File: src/rtl/jedro_1_ifu_ctrl.sv
// jedro_1_ifu_ctrl: instruction-fetch controller.
// Generates the PC, issues req/gnt/rvalid fetches, buffers responses in an
// in-order prefetch FIFO and hands instructions to the decoder.
// Handshakes: imem side transfers a request when imem_req_o & imem_gnt_i;
// once raised, req and addr hold until granted. Decoder side transfers the
// head entry when instr_valid_o & instr_ready_i; head is stable otherwise.
// Optional feature macro: JEDRO_1_IFU_MISALIGN_EN adds jmp_misaligned_o and
// ignores jumps to non-word-aligned targets.
module jedro_1_ifu_ctrl #(
  parameter int unsigned          DATA_WIDTH = 32,
  parameter int unsigned          ADDR_WIDTH = 32,
  parameter logic [ADDR_WIDTH-1:0] BOOT_ADDR = '0,
  parameter int unsigned          FIFO_DEPTH = 2
) (
  input  logic                  clk_i,
  input  logic                  rst_i,
  input  logic                  jmp_en_i,
  input  logic [ADDR_WIDTH-1:0] jmp_addr_i,
  output logic                  imem_req_o,
  output logic [ADDR_WIDTH-1:0] imem_addr_o,
  input  logic                  imem_gnt_i,
  input  logic                  imem_rvalid_i,
  input  logic [DATA_WIDTH-1:0] imem_rdata_i,
  output logic                  instr_valid_o,
  output logic [DATA_WIDTH-1:0] instr_rdata_o,
  output logic [ADDR_WIDTH-1:0] instr_addr_o,
  input  logic                  instr_ready_i
`ifdef JEDRO_1_IFU_MISALIGN_EN
  , output logic                jmp_misaligned_o
`endif
);

  localparam int unsigned PW = (FIFO_DEPTH > 1) ? $clog2(FIFO_DEPTH) : 1;
  localparam int unsigned CW = PW + 2;
  localparam logic [CW-1:0] DEPTH_C = CW'(FIFO_DEPTH);

  typedef enum logic [1:0] {
    S_BOOT  = 2'd0,
    S_RUN   = 2'd1,
    S_DRAIN = 2'd2
  } state_t;

  state_t                state_q, state_d;
  logic [ADDR_WIDTH-1:0] pc_q, pc_d;
  logic [CW-1:0]         out_q, out_d;
  logic [CW-1:0]         disc_q, disc_d;
  logic [CW-1:0]         cnt_q, cnt_d;
  logic [PW-1:0]         rptr_q, rptr_d;
  logic [PW-1:0]         wptr_q, wptr_d;
  logic                  hold_q, hold_d;
  logic [ADDR_WIDTH-1:0] hold_addr_q, hold_addr_d;
  logic                  hold_stale_q, hold_stale_d;
  logic [DATA_WIDTH-1:0] fifo_data_q [FIFO_DEPTH];
  logic [DATA_WIDTH-1:0] fifo_data_d [FIFO_DEPTH];
  logic [ADDR_WIDTH-1:0] fifo_addr_q [FIFO_DEPTH];
  logic [ADDR_WIDTH-1:0] fifo_addr_d [FIFO_DEPTH];

  logic                  jmp_eff;
  logic [ADDR_WIDTH-1:0] jmp_tgt;
  logic                  pop, rsp, push, fire, stale_fire, issue;
  logic [CW-1:0]         occ_eff;

  // Low address bits are always cleared on the redirect target.
  assign jmp_tgt = jmp_addr_i & ~ADDR_WIDTH'(3);

`ifdef JEDRO_1_IFU_MISALIGN_EN
  logic mis_q, mis_d;
  assign jmp_eff          = jmp_en_i & (jmp_addr_i[1:0] == 2'b00);
  assign mis_d            = jmp_en_i & (jmp_addr_i[1:0] != 2'b00);
  assign jmp_misaligned_o = mis_q;

  // One-cycle pulse flagging an ignored misaligned jump.
  always_ff @(posedge clk_i) begin
    if (rst_i) mis_q <= 1'b0;
    else       mis_q <= mis_d;
  end
`else
  assign jmp_eff = jmp_en_i;
`endif

  assign instr_valid_o = (cnt_q != '0);
  assign instr_rdata_o = fifo_data_q[rptr_q];
  assign instr_addr_o  = fifo_addr_q[rptr_q];

  // A head being popped this cycle already counts as free space, so
  // back-to-back fetch sustains one instruction per cycle.
  assign pop     = instr_valid_o & instr_ready_i & ~jmp_eff;
  assign occ_eff = cnt_q + out_q - {{(CW-1){1'b0}}, pop};
  assign issue   = (state_q == S_RUN) & (occ_eff < DEPTH_C);

  assign imem_req_o  = hold_q | issue;
  assign imem_addr_o = hold_q ? hold_addr_q : pc_q;

  assign fire       = imem_req_o & imem_gnt_i;
  assign stale_fire = fire & hold_q & hold_stale_q;
  assign rsp        = imem_rvalid_i & (out_q != '0);
  assign push       = rsp & (disc_q == '0) & ~jmp_eff;

  // Next-state computation for PC, counters, FIFO and request hold.
  always_comb begin
    state_d      = state_q;
    pc_d         = pc_q;
    cnt_d        = cnt_q;
    rptr_d       = rptr_q;
    wptr_d       = wptr_q;
    disc_d       = disc_q;
    fifo_data_d  = fifo_data_q;
    fifo_addr_d  = fifo_addr_q;
    out_d        = out_q + {{(CW-1){1'b0}}, fire} - {{(CW-1){1'b0}}, rsp};
    hold_d       = imem_req_o & ~imem_gnt_i;
    hold_addr_d  = imem_addr_o;
    hold_stale_d = hold_d & ((hold_q & hold_stale_q) | jmp_eff);

    // A stale request granted after a jump must not advance the new PC.
    if (fire && !stale_fire) pc_d = pc_q + ADDR_WIDTH'(4);

    if (jmp_eff) begin
      pc_d   = jmp_tgt;
      cnt_d  = '0;
      rptr_d = '0;
      wptr_d = '0;
      disc_d = out_d;
    end else begin
      if (push) begin
        fifo_data_d[wptr_q] = imem_rdata_i;
        fifo_addr_d[wptr_q] = pc_in_flight(wptr_q);
        wptr_d              = wptr_q + PW'(1);
      end
      if (pop) rptr_d = rptr_q + PW'(1);
      cnt_d  = cnt_q + {{(CW-1){1'b0}}, push} - {{(CW-1){1'b0}}, pop};
      disc_d = disc_q - {{(CW-1){1'b0}}, (rsp && disc_q != '0)}
                      + {{(CW-1){1'b0}}, stale_fire};
    end

    case (state_q)
      S_BOOT:  state_d = S_RUN;
      S_RUN,
      S_DRAIN: state_d = (disc_d != '0) ? S_DRAIN : S_RUN;
      default: state_d = S_BOOT;
    endcase
  end

  // Addresses of granted, still-useful requests, in issue order; the
  // oldest matches the next non-discarded response.
  logic [ADDR_WIDTH-1:0] pend_addr_q [FIFO_DEPTH+1];
  logic [ADDR_WIDTH-1:0] pend_addr_d [FIFO_DEPTH+1];

  function automatic logic [ADDR_WIDTH-1:0] pc_in_flight(input logic [PW-1:0] unused_idx);
    logic unused_b;
    unused_b     = ^unused_idx;
    pc_in_flight = pend_addr_q[0];
  endfunction

  // In-flight address shift queue: append on grant, shift out on response.
  always_comb begin
    pend_addr_d = pend_addr_q;
    if (rsp) begin
      for (int i = 0; i < FIFO_DEPTH; i++) pend_addr_d[i] = pend_addr_q[i+1];
      pend_addr_d[FIFO_DEPTH] = '0;
    end
    if (fire) pend_addr_d[out_d - 1'b1] = imem_addr_o;
  end

  // State registers with synchronous reset.
  always_ff @(posedge clk_i) begin
    if (rst_i) begin
      state_q      <= S_BOOT;
      pc_q         <= BOOT_ADDR;
      out_q        <= '0;
      disc_q       <= '0;
      cnt_q        <= '0;
      rptr_q       <= '0;
      wptr_q       <= '0;
      hold_q       <= 1'b0;
      hold_addr_q  <= '0;
      hold_stale_q <= 1'b0;
      for (int i = 0; i < FIFO_DEPTH; i++) begin
        fifo_data_q[i] <= '0;
        fifo_addr_q[i] <= '0;
      end
      for (int i = 0; i <= FIFO_DEPTH; i++) pend_addr_q[i] <= '0;
    end else begin
      state_q      <= state_d;
      pc_q         <= pc_d;
      out_q        <= out_d;
      disc_q       <= disc_d;
      cnt_q        <= cnt_d;
      rptr_q       <= rptr_d;
      wptr_q       <= wptr_d;
      hold_q       <= hold_d;
      hold_addr_q  <= hold_addr_d;
      hold_stale_q <= hold_stale_d;
      fifo_data_q  <= fifo_data_d;
      fifo_addr_q  <= fifo_addr_d;
      pend_addr_q  <= pend_addr_d;
    end
  end

endmodule

File: config.mk
export PLATFORM = sky130hd
export DESIGN_NAME = jedro_1_ifu_ctrl
export DESIGN_NICKNAME = d
export VERILOG_FILES = /design/src/rtl/jedro_1_ifu_ctrl.sv
export SDC_FILE = /design/constraint.sdc
export NUM_CORES = 1
export LEC_CHECK = 0
export CAP_MARGIN = 30
export CELL_PAD_IN_SITES_DETAIL_PLACEMENT = 0
export CELL_PAD_IN_SITES_GLOBAL_PLACEMENT = 1
export CORE_ASPECT_RATIO = 1.75
export CORE_MARGIN = 8
export CORE_UTILIZATION = 45
export CTS_BUF_LIST = sky130_fd_sc_hd__clkbuf_2 sky130_fd_sc_hd__clkbuf_4 sky130_fd_sc_hd__clkbuf_8
export CTS_CLUSTER_DIAMETER = 150
export DETAILED_ROUTE_END_ITERATION = 12
export DONT_BUFFER_PORTS = 1
export GPL_TIMING_DRIVEN = 0
export PLACE_DENSITY = 0.87
export SLEW_MARGIN = 20
export SYNTH_ARGS = -nofsm -noshare
export SYNTH_HDL_FRONTEND = slang
export SYNTH_SLANG_ARGS = --single-unit
export TNS_END_PERCENT = 1
File: constraint.sdc
create_clock -name clk_i -period 9.5 [get_ports clk_i]
set_input_delay 0.95 -clock clk_i [delete_from_list [all_inputs] [get_ports clk_i]]
set_output_delay 0.95 -clock clk_i [all_outputs]
set_load 0.03 [all_outputs]
[Yosys cells after proc, flatten, opt, wreduce, memory -nomap -nowiden]
Index checks and enable logic that the tools add are counted.
Word-level totals
  output and inout bits: 98
  register bits after elaboration: 303
  bits of input ports: 70
  word-level logic and storage cells: 93
Operators by class
  equality and inequality tests: 2
  muxes and demuxes: 21
  reduce and logical (&&, ||, !) cells: 15
  $add $sub $neg: 12
  magnitude comparators: 6
  bitwise logic cells: 19
Operators with widths (count)
  $mux 32: 11
  $mux 96: 2
  $bwmux 64: 2
  $bwmux 96: 1
  $demux 32 s2: 1
  $add 32x3->32 const B: 1
  $demux 32 s1: 1
  $and 1x1->1: 12
  $reduce_bool 3->1: 4
  $sub 3x1->3: 4
  $add 3x1->3: 3
  $ge 2x2->1 const B: 2
  $ge 4x3->1 const B: 1
  $logic_and 1x1->1: 4
  $lt 4x1->1 const B: 1
  $not 1->2: 2
  $not 3->4: 1
  $pmux 2 s2: 1
  $reduce_or 2->1: 2
  $add 3x3->3: 1
  $logic_not 3->1: 1
  $lt 3x2->1 const B: 1
  $mux 3: 1
  $sub 3x1->3 const B: 1
  11 further kinds: 14

[Depth between registers and ports, before layout]
  depth after elaboration: 18
  gate-level depth with buffers: 24
  mapped depth without buffers: 21

[Worst setup path before layout]
Ideal clock, no wire load.
  path type: input port to flip-flop
  from: input jmp_en_i
  to: register pend_addr_q[10] (netlist bit)
  arrival time: 5.818 ns
  buffers on the path: 5
  stages on the path: 24
  setup time: 0.116 ns
  path slack: 3.566 ns
  required time: 9.384 ns
  cells stage by stage: clkbuf_1 > buf_1 > nor2_1 > ha_1 > nand2b_1 > fa_1 > xor2_2 > xnor2_1 > a21oi_2 > inv_2 > clkbuf_1 > nand2_1 > ha_1 > inv_1 > ha_1 > inv_1 > fa_1 > xor2_1 > xnor2_1 > and3_1 > clkbuf_1 > nand2_1 > buf_2 > a31o_2
Between the ends
  cells in the longest elaborated chain, start to end: 17
  elaborated cells between the ends (all ways): 18
  classes of those cells: add/sub (4); order compare (3); mux (4); bitwise (6); reduce/logical (1)
RTL lines
  start, declared: RTL line 17  | input logic jmp_en_i,
  $not 1->1 (no source line) *
  $and 1x1->1 *: RTL line 87  | assign pop = instr_valid_o & instr_ready_i & ~jmp_eff;
  via pop: RTL line 60  | logic pop, rsp, push, fire, stale_fire, issue;
  $sub 3x1->3 *: RTL line 88  | assign occ_eff = cnt_q + out_q - {{(CW-1){1'b0}}, pop};
  $lt 3x2->1 *: RTL line 89  | assign issue = (state_q == S_RUN) & (occ_eff < DEPTH_C);
  $and 1x1->1 *: RTL line 89
  $or 1x1->1 *: RTL line 91  | assign imem_req_o = hold_q | issue;
  via imem_req_o: RTL line 19  | output logic imem_req_o,
  [3 not listed]
  $sub 3x1->3: RTL line 161  | if (fire) pend_addr_d[out_d - 1'b1] = imem_addr_o;
  $not 3->4 (not written as such): RTL line 161
  $ge 4x3->1 (not written as such) or $lt 4x1->1 (tied branches): RTL line 161
  $logic_and 1x1->1 (not written as such): RTL line 161
  $mux 32 (not written as such): RTL line 161
  $demux 32 s2: RTL line 161
  $bwmux 96: RTL line 161
  $mux 96 *: RTL line 161
  end signal, assigned: RTL line 195  | pend_addr_q <= pend_addr_d;
  end, declared: RTL line 145  | logic [ADDR_WIDTH-1:0] pend_addr_q [FIFO_DEPTH+1];
Mark *: on every way through the listed nets, which the timed path passes. The rest lies on a longest branch.
A chain may end at the register's enable or synchronous reset.

[Worst setup path after layout]
  from: input jmp_en_i
  to: register pend_addr_q[83] (netlist bit)
Same word-level chain as after synthesis.

==> run_summary.xml <==
<?xml version="1.0" encoding="UTF-8"?>
<metrics>
  <group name="cts">
    <metric name="cts.repair_timing.setup_buffer_count" unit="">0</metric>
    <metric name="clock_tree_from_tritoncts" unit="">built</metric>
    <metric name="cts.root.buffer_cell" unit="">sky130_fd_sc_hd__clkbuf_8</metric>
    <metric name="cts-buffers-inserted" unit="">44</metric>
    <metric name="cts-hold-fix-buffers" unit="">0</metric>
    <metric name="clk_pin_slew_worst_setup_hold_paths" unit="ps">60</metric>
    <metric name="count_of_h_tree_levels_built_during_cts" unit="">2</metric>
    <metric name="largest_buffer_count_on_any_clock_path" unit="">3</metric>
    <metric name="postCtsResizedCells" unit="">0</metric>
    <metric name="clock_sinks" unit="">301</metric>
    <metric name="clock_insertion_delay_worst_skew" unit="ps">580</metric>
  </group>
  <group name="layout">
    <metric name="layout-drive-gt1-share" unit="">0.139</metric>
    <metric name="final-instance-count-excl-fill" unit="">2041</metric>
    <metric name="layout.cell_area.non_filler" unit="mm2">0.0146</metric>
    <metric name="n_fill_cell" unit="">2875</metric>
    <metric name="multi_input_comb_area" unit="mm2">0.00647</metric>
    <metric name="nets" unit="">1717</metric>
    <metric name="syn_to_final_growth" unit="%">11.0</metric>
    <metric name="final-seq-area" unit="mm2">0.00603</metric>
  </group>
  <group name="route">
    <metric name="first_pass_iters" unit="">6</metric>
    <metric name="mean_routed_wirelength_per_cell" unit="um">19.8</metric>
    <metric name="drcViolationCount" unit="">0</metric>
    <metric name="detail_route.iter0.violations" unit="">602</metric>
    <metric name="vias_per_cell" unit="">5.54</metric>
    <metric name="totalWireLength" unit="um">40300</metric>
    <metric name="postRouteAntennaNets" unit="">0</metric>
    <metric name="vias" unit="">11310</metric>
  </group>
  <group name="sta">
    <metric name="fin_crit" unit="ps">7090</metric>
    <metric name="finalCritPeriodShare" unit="">0.747</metric>
    <metric name="slew_headroom" unit="">0.365</metric>
    <metric name="report.final.setup_viol" unit="">0</metric>
    <metric name="setup_total_negative_slack" unit="ps">0</metric>
    <metric name="layout_setup_ws" unit="ps">2410</metric>
    <metric name="rsz_0062_raised_after_global_routing" unit="">no</metric>
    <metric name="max_clock_freq" unit="MHz">141</metric>
    <metric name="finalHoldViolations" unit="">0</metric>
    <metric name="worst_clock_skew" unit="ps">19.6</metric>
    <metric name="maxSlewViolCount" unit="">0</metric>
    <metric name="timing_worst_slew_pin_value" unit="ps">947</metric>
  </group>
  <group name="synth">
    <metric name="synth.distinct_cells" unit="">58</metric>
    <metric name="ys_seq_elements" unit="">301</metric>
    <metric name="syn_avg_cell_area" unit="um2">8.37</metric>
    <metric name="sequential_fraction_of_the_synthesis_area" unit="">0.458</metric>
    <metric name="yosys-top-cells-area" unit="">sky130_fd_sc_hd__dfxtp_1 46%, sky130_fd_sc_hd__nand2_1 12%, sky130_fd_sc_hd__mux2_2 7.4%, sky130_fd_sc_hd__a21oi_1 5.4%, sky130_fd_sc_hd__a311oi_1 4.5%</metric>
    <metric name="post-synth-top-area-fraction" unit="">0.458</metric>
    <metric name="synth-async-reset-ratio" unit="">0</metric>
    <metric name="dominantRegCellSynth" unit="">sky130_fd_sc_hd__dfxtp_1</metric>
    <metric name="synth_nets" unit="">1657</metric>
    <metric name="yosys_warnings" unit="">0</metric>
    <metric name="synthesis.instances" unit="">1571</metric>
    <metric name="post-synth-top-count-cell" unit="">sky130_fd_sc_hd__nand2_1</metric>
    <metric name="post_synth_most_frequent_cells" unit="">437 x sky130_fd_sc_hd__nand2_1, 301 x sky130_fd_sc_hd__dfxtp_1, 142 x sky130_fd_sc_hd__a21oi_1</metric>
    <metric name="synth-edff-count" unit="">0</metric>
    <metric name="synthDominantAreaCellType" unit="">sky130_fd_sc_hd__dfxtp_1</metric>
    <metric name="synth.cell_area" unit="mm2">0.0131</metric>
  </group>
  <group name="floorplan">
    <metric name="i_o_pin_total" unit="">168</metric>
    <metric name="core-area" unit="mm2">0.0291</metric>
    <metric name="placementRows" unit="">83</metric>
    <metric name="fp.dieArea" unit="mm2">0.0351</metric>
    <metric name="die-height" unit="um">242</metric>
    <metric name="die_width" unit="um">145</metric>
    <metric name="initial_core_util" unit="">0.452</metric>
  </group>
  <group name="worst_setup_path">
    <metric name="worstSetupStartpointType" unit="">input pin</metric>
    <metric name="maximum_cell_stage_delay_along_the_critical_path" unit="ps">710</metric>
    <metric name="critical_path_slowest_stage_cell" unit="">sky130_fd_sc_hd__clkbuf_1</metric>
    <metric name="critPathCaptureType" unit="">flip-flop</metric>
    <metric name="critPathMaxFanout" unit="">10</metric>
    <metric name="cell_chain_critical_path" unit="">clkbuf_1, buf_1, nor2_1, ha_1, nand2b_1, fa_1, xor2_2, xnor2_1, a21oi_2, inv_2, clkbuf_1, nand2_1, ha_1, inv_1, ha_1, inv_1, fa_1, xor2_1, xnor2_1, nand4_1, nand2b_1, buf_2, a311oi_1</metric>
    <metric name="cpMostUsedCell" unit="">sky130_fd_sc_hd__ha_1</metric>
    <metric name="arrival" unit="ps">7560</metric>
    <metric name="critPathRequiredTime" unit="ps">9970</metric>
    <metric name="critical_path_class" unit="">input pin to flip-flop</metric>
  </group>
  <group name="pwr">
    <metric name="power-per-cell-area" unit="mW/mm2">235</metric>
    <metric name="irDropWorstVdd" unit="uV">114</metric>
    <metric name="cellLeakagePower" unit="nW">5.09</metric>
  </group>
  <group name="placed_design">
    <metric name="dp_hpwl" unit="um">31300</metric>
    <metric name="postPlaceCellArea" unit="mm2">0.0137</metric>
    <metric name="dp_cells" unit="">1967</metric>
    <metric name="placement.setup.worst_slack" unit="ps">1920</metric>
    <metric name="port-buffer-count" unit="">0</metric>
    <metric name="place_congestion" unit="">0.932</metric>
  </group>
  <group name="flow_run">
    <metric name="maxCapViolations" unit="">0</metric>
  </group>
  <group name="grt">
    <metric name="via_count_of_the_first_global_routing_pass" unit="">11375</metric>
    <metric name="number_of_antenna_violations_at_the_first_check_in_global_routing" unit="">1</metric>
    <metric name="global_route_wire_length_before_repair" unit="um">62100</metric>
    <metric name="overflow" unit="">0</metric>
    <metric name="largest_net_degree_at_the_start_of_global_routing" unit="">12</metric>
    <metric name="gr-usage-all-layers" unit="">0.220</metric>
  </group>
  <group name="worst_hold_path">
    <metric name="min-delay-path-class" unit="">flip-flop to flip-flop</metric>
  </group>
  <group name="run_status">
    <metric name="status" unit="">finished clean</metric>
  </group>
</metrics>
==> placed cells by master (no fill, tap or decap), types with 12 or more instances in the layout <==
cell type / instances
sky130_fd_sc_hd__a21oi_1: 142
sky130_fd_sc_hd__ha_1: 12
sky130_fd_sc_hd__nand3_1: 25
sky130_fd_sc_hd__nand2_1: 437
sky130_fd_sc_hd__buf_4: 14
sky130_fd_sc_hd__inv_1: 28
sky130_fd_sc_hd__a31o_2: 23
sky130_fd_sc_hd__and2_1: 40
sky130_fd_sc_hd__buf_1: 13
sky130_fd_sc_hd__and3_1: 34
sky130_fd_sc_hd__nor3_1: 84
sky130_fd_sc_hd__dfxtp_1: 301
sky130_fd_sc_hd__a311oi_1: 68
sky130_fd_sc_hd__buf_2: 28
sky130_fd_sc_hd__clkbuf_1: 87
sky130_fd_sc_hd__nor2_1: 25
sky130_fd_sc_hd__clkbuf_8: 53
sky130_fd_sc_hd__mux2_2: 86
==> worst paths after layout <==
kind,startpoint,to,slack [ps],cells past startpoint
worst max register to register,cnt_q[1],pend_addr_q[83],2700,23
worst max-delay path,jmp_en_i,pend_addr_q[83],2410,23
worst min-delay path,fifo_addr_q[63],fifo_addr_q[63],450,2
worst min register to register,fifo_addr_q[63],fifo_addr_q[63],450,2
==> worst max-delay path: cells and delay by family <==
kind            cells  cell delay [ps]
compound gates      2              380
xor+xnor            4             1140
fa+ha+maj           5             1490
buf+inv             7             2190
simple gates        5             1390
==> cell type report <==
cell class	instances	share of cell area
Inverter	29	0.00746
Clock buffer	64	0.0556
Buffer	128	0.0371
Clock inverter	9	0.00532
Timing Repair Buffer	14	0.00540
Sequential cell	301	0.413
Antenna cell	1	0.000171
Multi-Input combinational cell	1113	0.443
Tap cell	382	0.0328
==> registers in the layout, summed over array words and instances (netlist names) <==
signal and cells:
pc_q 30, disc_q 3, hold_stale_q 1, hold_addr_q 32, pend_addr_q 96, rptr_q 1, state_q 2, cnt_q 3
fifo_addr_q 64, hold_q 1, fifo_data_q 64, wptr_q 1, out_q 3
==> metal layers <==
metal  global-route usage  vias to the layer above  routed length (um)
met5                    0                        -                   0
met4                0.123                        0                1980
met3               0.0481                      105                2550
met2                0.428                      377               21700
met1                0.206                     5242               14100
li1                     -                     5586                   -
==> metrics by stage <==
stage | utilization | power (mW) | hold WS (ps)
6_report | 0.502 | 3.42 | 451
5_1_grt | 0.502 | 3.58 | 466
3_3_place_gp | 0.468 | 2.35 | 438
2_1_floorplan | - | 2.09 | 433
4_1_cts | 0.502 | 3.44 | 453
3_5_place_dp | 0.471 | 2.38 | 444
==> cell families (layout without fill, tap and decap cells) <==
group | Yosys count | in the layout | share of synthesized area
multiplexers | 89 | 89 | 0.0760
adder cells (fa/ha/maj) | 16 | 16 | 0.0175
XOR/XNOR | 14 | 14 | 0.0105
buffers and inverters | 157 | 244 | 0.0495
AO/OA/AOI/OAI | 309 | 309 | 0.158
other | 0 | 1 | 0
flip-flops | 301 | 301 | 0.458
AND/OR/NAND/NOR | 685 | 685 | 0.230
==> power by group <==
group	internal, mW	leakage (nW)	switching [mW]
logic	0.256	2.18	0.693
registers	1.35	2.44	0.0587
clock network	0.574	0.466	0.495
total	2.18	5.09	1.25
No activity file was read; power rests on OpenSTA's default activity.
